`config.mk`:
```
export PLATFORM = sky130hd
export DESIGN_NAME = flex_updown_counter
export DESIGN_NICKNAME = d
export VERILOG_FILES = /design/src/rtl/flex_updown_counter.sv
export SDC_FILE = /design/constraint.sdc
export NUM_CORES = 1
export LEC_CHECK = 0
export BUFFER_PORTS_ARGS = -buffer_cell sky130_fd_sc_hd__buf_2
export CAP_MARGIN = 20
export CORE_MARGIN = 3
export CORE_UTILIZATION = 56
export CTS_CLUSTER_SIZE = 25
export DETAILED_ROUTE_END_ITERATION = 8
export PLACE_DENSITY = 0.83
export SLEW_MARGIN = 10
export SYNTH_ARGS = -nofsm -noshare
export SYNTH_HDL_FRONTEND = slang
export SYNTH_SLANG_ARGS = --single-unit
```
`constraint.sdc`:
```
create_clock -name CLK -period 5.2 [get_ports CLK]
set_clock_uncertainty 0.15 [all_clocks]
set_input_delay 0.52 -clock CLK [delete_from_list [all_inputs] [get_ports CLK]]
set_output_delay 0.52 -clock CLK [all_outputs]
set_load 0.05 [all_outputs]
```
`src/rtl/flex_updown_counter.sv`:
```
// Parameterised up/down counter with a runtime terminal value, wrap or saturate behaviour,
// and registered rollover, zero and wrap flags that change on the same edge as the count.
module flex_updown_counter #(
    parameter int unsigned NUM_CNT_BITS = 4
) (
    input  logic                    CLK,
    input  logic                    RST,
    input  logic                    clear,
    input  logic                    count_enable,
    input  logic                    dir,
    input  logic                    mode,
    input  logic                    load,
    input  logic [NUM_CNT_BITS-1:0] load_val,
    input  logic [NUM_CNT_BITS-1:0] rollover_val,
    output logic [NUM_CNT_BITS-1:0] count_out,
    output logic                    rollover_flag,
    output logic                    zero_flag,
    output logic                    wrap_pulse
);

    localparam logic [NUM_CNT_BITS-1:0] CntZero = '0;
    localparam logic [NUM_CNT_BITS-1:0] CntOne  = NUM_CNT_BITS'(1);

    logic [NUM_CNT_BITS-1:0] r_count;
    logic                    r_rollover;
    logic                    r_zero;
    logic                    r_wrap;

    logic [NUM_CNT_BITS-1:0] w_next_count;
    logic                    w_wrap_evt;
    logic                    w_rv_valid;

    assign w_rv_valid = (rollover_val != CntZero);

    // The terminal comparisons run before any increment, so the all-ones count never overflows.
    always_comb begin
        w_next_count = r_count;
        w_wrap_evt   = 1'b0;
        if (clear) begin
            w_next_count = CntZero;
        end else if (load) begin
            w_next_count = load_val;
        end else if (count_enable && w_rv_valid) begin
            if (!dir) begin
                if (r_count >= rollover_val) begin
                    if (!mode) begin
                        w_next_count = CntOne;
                        w_wrap_evt   = 1'b1;
                    end
                end else begin
                    w_next_count = r_count + CntOne;
                end
            end else if (!mode) begin
                if (r_count <= CntOne) begin
                    w_next_count = rollover_val;
                    w_wrap_evt   = 1'b1;
                end else if (r_count > rollover_val) begin
                    w_next_count = rollover_val;
                end else begin
                    w_next_count = r_count - CntOne;
                end
            end else begin
                if (r_count > rollover_val) begin
                    w_next_count = rollover_val;
                end else if (r_count != CntZero) begin
                    w_next_count = r_count - CntOne;
                end
            end
        end
    end

    // Flags are derived from the next-state count so they line up with count_out.
    always_ff @(posedge CLK) begin
        if (RST) begin
            r_count    <= CntZero;
            r_rollover <= 1'b0;
            r_zero     <= 1'b1;
            r_wrap     <= 1'b0;
        end else begin
            r_count    <= w_next_count;
            r_rollover <= w_rv_valid && (w_next_count == rollover_val);
            r_zero     <= (w_next_count == CntZero);
            r_wrap     <= w_wrap_evt;
        end
    end

    assign count_out     = r_count;
    assign rollover_flag = r_rollover;
    assign zero_flag     = r_zero;
    assign wrap_pulse    = r_wrap;

endmodule

```
Word level (Yosys, flattened, before mapping):

Cells that the tools add are included.

* input port bits: 15
* register bits: 7
* word-level logic and storage cells: 33
* output and inout bits: 7

* mux-type cells: 16
* add/subtract/negate cells: 2
* bitwise gates (word level): 1
* magnitude comparators: 3
* reductions and logical operators: 6
* equal/unequal tests: 1

Operators by type and width (number)
* 2-to-1 mux 4 bit: 11
* nonzero test 4 bit: 2
* 2-to-1 mux 1 bit: 5
* adder 4 x 1 -> 4 bit (second input constant): 1
* == test 4 bit: 1
* >= comparator 4 bit: 1
* greater-than comparator 4 bit: 1
* less-or-equal comparator 4 x 1 -> 1 bit (second input constant): 1
* logical NOT 4 bit: 1
* OR reduction 4 bit: 1
* subtractor 4 x 1 -> 4 bit (second input constant): 1
* logical AND 1 bit: 2
* inverter 1 bit: 1

Longest topological paths before layout:

* depth after elaboration: 10
* gate-level depth with buffers: 10
* depth with buffers taken out: 10

Worst setup path after synthesis:

No wires, ideal clock.

* path type: flip-flop to flip-flop
* start: reg r_count[0], in the netlist count_out[0]
* end: reg r_rollover, in the netlist rollover_flag
* buffers on the path: 0
* period minus slack after synthesis: 3.069 ns
* setup time: 0.092 ns
* required time: 4.958 ns
* arrival time: 2.827 ns
* stages on the path, launching flop included: 10
* setup slack: 2.131 ns
* path through: dfxtp_1 inv_1 ha_1 and4_4 a21oi_1 or3_1 a2111oi_0 nor3_2 xnor2_1 nor4_1

* cells in the longest elaborated chain, start to end: 10
* elaborated cells on any way between the ends: 19
* classes of those cells: 2 x add/sub; 3 x order compare; 1 x eq/ne; 11 x mux; 2 x reduce/logical

Ends and longest elaborated chain
* start, declared: line 24 `logic [NUM_CNT_BITS-1:0] r_count;`
* start signal, assigned: line 75 `r_count <= CntZero;`
* start signal, assigned: line 80 `r_count <= w_next_count;`
* subtractor 4 x 1 -> 4 bit, or another cell as far along: line 60, 66
* 2-to-1 mux 4 bit, on equally long branches: line 57, 65
* 2-to-1 mux 4 bit, on equally long branches: line 54, 63
* 2-to-1 mux 4 bit: line 53 `end else if (!mode) begin`
* 2-to-1 mux 4 bit: line 44 `if (!dir) begin`
* 2-to-1 mux 4 bit (*): line 43 `end else if (count_enable && w_rv_valid) begin`
* 2-to-1 mux 4 bit (*): line 41 `end else if (load) begin`
* 2-to-1 mux 4 bit (*): line 39 `if (clear) begin`
* == test 4 bit (*): line 81 `r_rollover <= w_rv_valid && (w_next_count == rollover_val);`
* logical AND 1 bit (*): line 81
* end signal, assigned: line 81
* end, declared: line 25 `logic r_rollover;`

Mark *: on every way between the ends. The rest lies on a longest branch, timed or not.
A chain may end at the register's enable or synchronous reset.

Worst setup path in the final report:

Same ends and word-level chain as after synthesis.

==> results by group <==
Pwr
  – Combinational power share: 44.0%
  – Clock Power Share: about a quarter
  – P_sw: just over 0.08 mW
  – Peak supply drop: just over 0.1 mV
  – Flop pwr share: 30.7%
  – Switching Share: around two fifths
  – Cell Pwr Density: 200 nW/um^2
  – Leakage: ~0.47 nW
  – Internal power: 0.121 mW

Timing
  – RSZ-0062 raised after global routing: no
  – Endpoints failing setup: 0
  – Hold Vio Cnt, Final: 0
  – Max Fclk: approximately 0.33 GHz
  – TNS Setup: 0 ps
  – Pins Over Slew Limit: 0
  – Period minus WS final: a little over 3000 ps
  – Fin Hold WS: about 380 ps
  – Setup ws final: 2120 ps
  – Final Cycle Share: around 59%
  – Slew at the pin closest to its max-slew limit: between 500 and 600 ps
  – Slew headroom: between 60% and 70%

Worst setup path
  – Max incr delay on CP: ~550 ps
  – CP max FO: 10
  – Crit. End Element: flip-flop
  – Critical path class: reg2reg
  – CP arrival: just over 3000 ps
  – Reg2Reg Depth: 10
  – CP Data Required Time: about 5200 ps
  – CP max stage cell: dfxtp_1
  – RR Endpoint: rollover_flag
  – Worst-path cell chain: inv_1, ha_1, and2b_1, o211ai_2, a21oi_1, o21ai_0, a2111oi_0, nor3_2, xnor2_1, nor4_1
  – R2R setup slack: 2120 ps
  – CP Launch Type: flip-flop
  – Critical register-to-register path startpoint: count_out[0]

Final layout
  – Layout Cells excl Fill: about 160
  – Final Core Density: between 70 and 80%
  – Ant. Diodes: 0
  – Most common cell after layout, fill and taps aside: buf_2
  – Share of cells above drive strength 1: 22.7%
  – Nets: about 170
  – Area delta synth->final: 12.8%
  – Fillers: 123
  – Most frequent cells in the layout: buf_2 (21), nor2_1 (13), a21oi_1 (11)

Clock network
  – Max clock buf depth: 2
  – Clk sinks: 7
  – CTS tree: yes
  – Setup Fix Bufs, Post-CTS: 0
  – CTS H-tree lvls: 1
  – Clock transition at path regs: roughly 50 ps
  – Cts hold-fix bufs: 0
  – CTS resizes: 0
  – Clk_lat worst skew: around 260 ps
  – Clock Tree Root: clkbuf_4
  – CTS Buf Count: 3

Min path
  – Hold Crit Depth: 2
  – Hold WC Path Type: in2reg
  – Worst hold endpoint: count_out[3]
  – Hold Crit Start: RST

Synthesis
  – Synth Area in Compound Gates: 30.2%
  – Post-synthesis sequential area ratio: ~16%
  – Ys async rst share: 0%
  – Post-synthesis mux area share: 4.60%
  – Syn Inst Count: about 120
  – Number of synthesized flops with an enable pin: 0
  – Synth Net Count: 145
  – Synth Area in Simple Gates: a little over a quarter
  – Synthesized cell area: about 900 um^2
  – Largest family of logic cells by synthesized area: compound AO/OA/AOI/OAI gates
  – Syn. warnings: 0
  – Distinct cells, synth: 44
  – Flops & latches, synth: 7
  – Synth Area in XOR/XNOR: a little under 4%
  – Syn Area/Cell: 7.36 um^2
  – Ys flop type: dfxtp_1
  – Adder-cell share of the synthesized area: between 10% and 20%

Flow run
  – # Max-Cap Violations: 0

Floorplanning
  – FP Rows: 13
  – Die Y: ~46 um
  – Initial core utilization: 64.2%
  – Boundary Pins: 22
  – Die footprint: between 2000 and 2500 um^2
  – Area of the core: around 1400 um^2
  – Die X: about 46 um

Global route
  – Grt ovf: 0
  – Initial antenna violation count: 0
  – All-layer global routing usage: between 20% and 30%
  – First-pass GRT wire length: 3.87 mm
  – Largest net degree at the start of global routing: 13
  – Vias in the first global route: 891

Placed design
  – Dpl ws: ~2000 ps
  – # port buffers: 21
  – Gpl congestion: a little under 0.9
  – Post-DP HPWL: 1.81 mm
  – Dpl cells: roughly 150

Drt
  – Vias: just under 1000
  – DRT antenna net count: 0
  – DR iter-0 viols: 33
  – Pre-antenna DRT Iters: 4
  – Final WL: 2.31 mm
  – DR vias/cell: ~6.3
  – DRC viols: 0
  – WL/cell: 14.8 um

Status
  – Status: finished clean
-- registers in the layout, summed over array words and instances (netlist names) --
register       count
wrap_pulse         1
zero_flag          1
count_out          4
rollover_flag      1
-- worst max-delay path, delay by kind of cell (launching register included) --
family          cells  cell delay [ps]
fa+ha+maj           1              230
compound gates      4             1050
xor+xnor            1              150
flops               1              550
buf+inv             1              210
simple gates        3              630
-- Yosys cell counts (3+ instances only) --
library cell	number	area, um^2
a21oi_1	11	55.1
dfxtp_1	7	140
ha_1	8	100
inv_1	9	33.8
mux2i_1	3	30.0
nand2_1	7	26.3
nand4_1	3	18.8
nor2_1	13	48.8
nor3_1	5	25.0
nor4_1	4	25.0
o21ai_0	10	50.1
xnor2_1	4	35.0
-- metrics by stage --
step	power (mW)	cell area (um^2)
2_1_floorplan	0.130	898
3_3_place_gp	0.150	987
3_5_place_dp	0.151	987
4_1_cts	0.202	1010
5_1_grt	0.215	1010
6_report	0.202	1010
-- layout make-up --
cell class	count	area, um^2	share of cell area [%]
clock buffer	4	26.3	2.59
inverter	9	33.8	3.33
multi-input combinational	100	689	68.0
sequential	7	140	13.8
tap	15	18.8	1.85
timing repair buffer	21	105	10.4
-- kinds of logic (layout without fill, tap and decap cells) --
logic type | count (synthesis) | in the layout
and+or+nand+nor | 44 | 44
adders and majority gates | 8 | 8
buffers and inverters | 15 | 34
AOI/OAI and AO/OA | 40 | 40
DFF | 7 | 7
muxes | 4 | 4
xor gates and xnor gates | 4 | 4
-- how the worst max path moves through the flow --
| stage | to | slack [ps] | from | depth (start not counted) |
|---|---|---|---|---|
| finish | rollover_flag | 2120 | count_out[0] | 10 |
| floorplan | rollover_flag | 2130 | count_out[0] | 9 |
| CTS | rollover_flag | 2140 | count_out[1] | 9 |
| global route | rollover_flag | 1810 | count_out[0] | 10 |
| detailed placement | rollover_flag | 2030 | rollover_val[1] | 11 |
| global placement | rollover_flag | 2080 | rollover_val[1] | 11 |
-- layer usage --
layer  wire (um)  track usage, %  part of all wire (%)
met4          15            5.11                  0.65
met2        1090            38.7                    47
met5           0               0                     0
met3         158            3.91                   6.8
met1        1040            35.0                    45
-- power by group through the flow --
stage	combinational [mW]	sequential [mW]	clock, mW
finish	0.0891	0.0620	0.0511
global route	0.0982	0.0629	0.0536
CTS	0.0882	0.0620	0.0513
detailed placement	0.0879	0.0631	0
global placement	0.0864	0.0632	0
floorplan	0.0598	0.0702	0
Note: power is estimated with default switching activity, not from simulation.
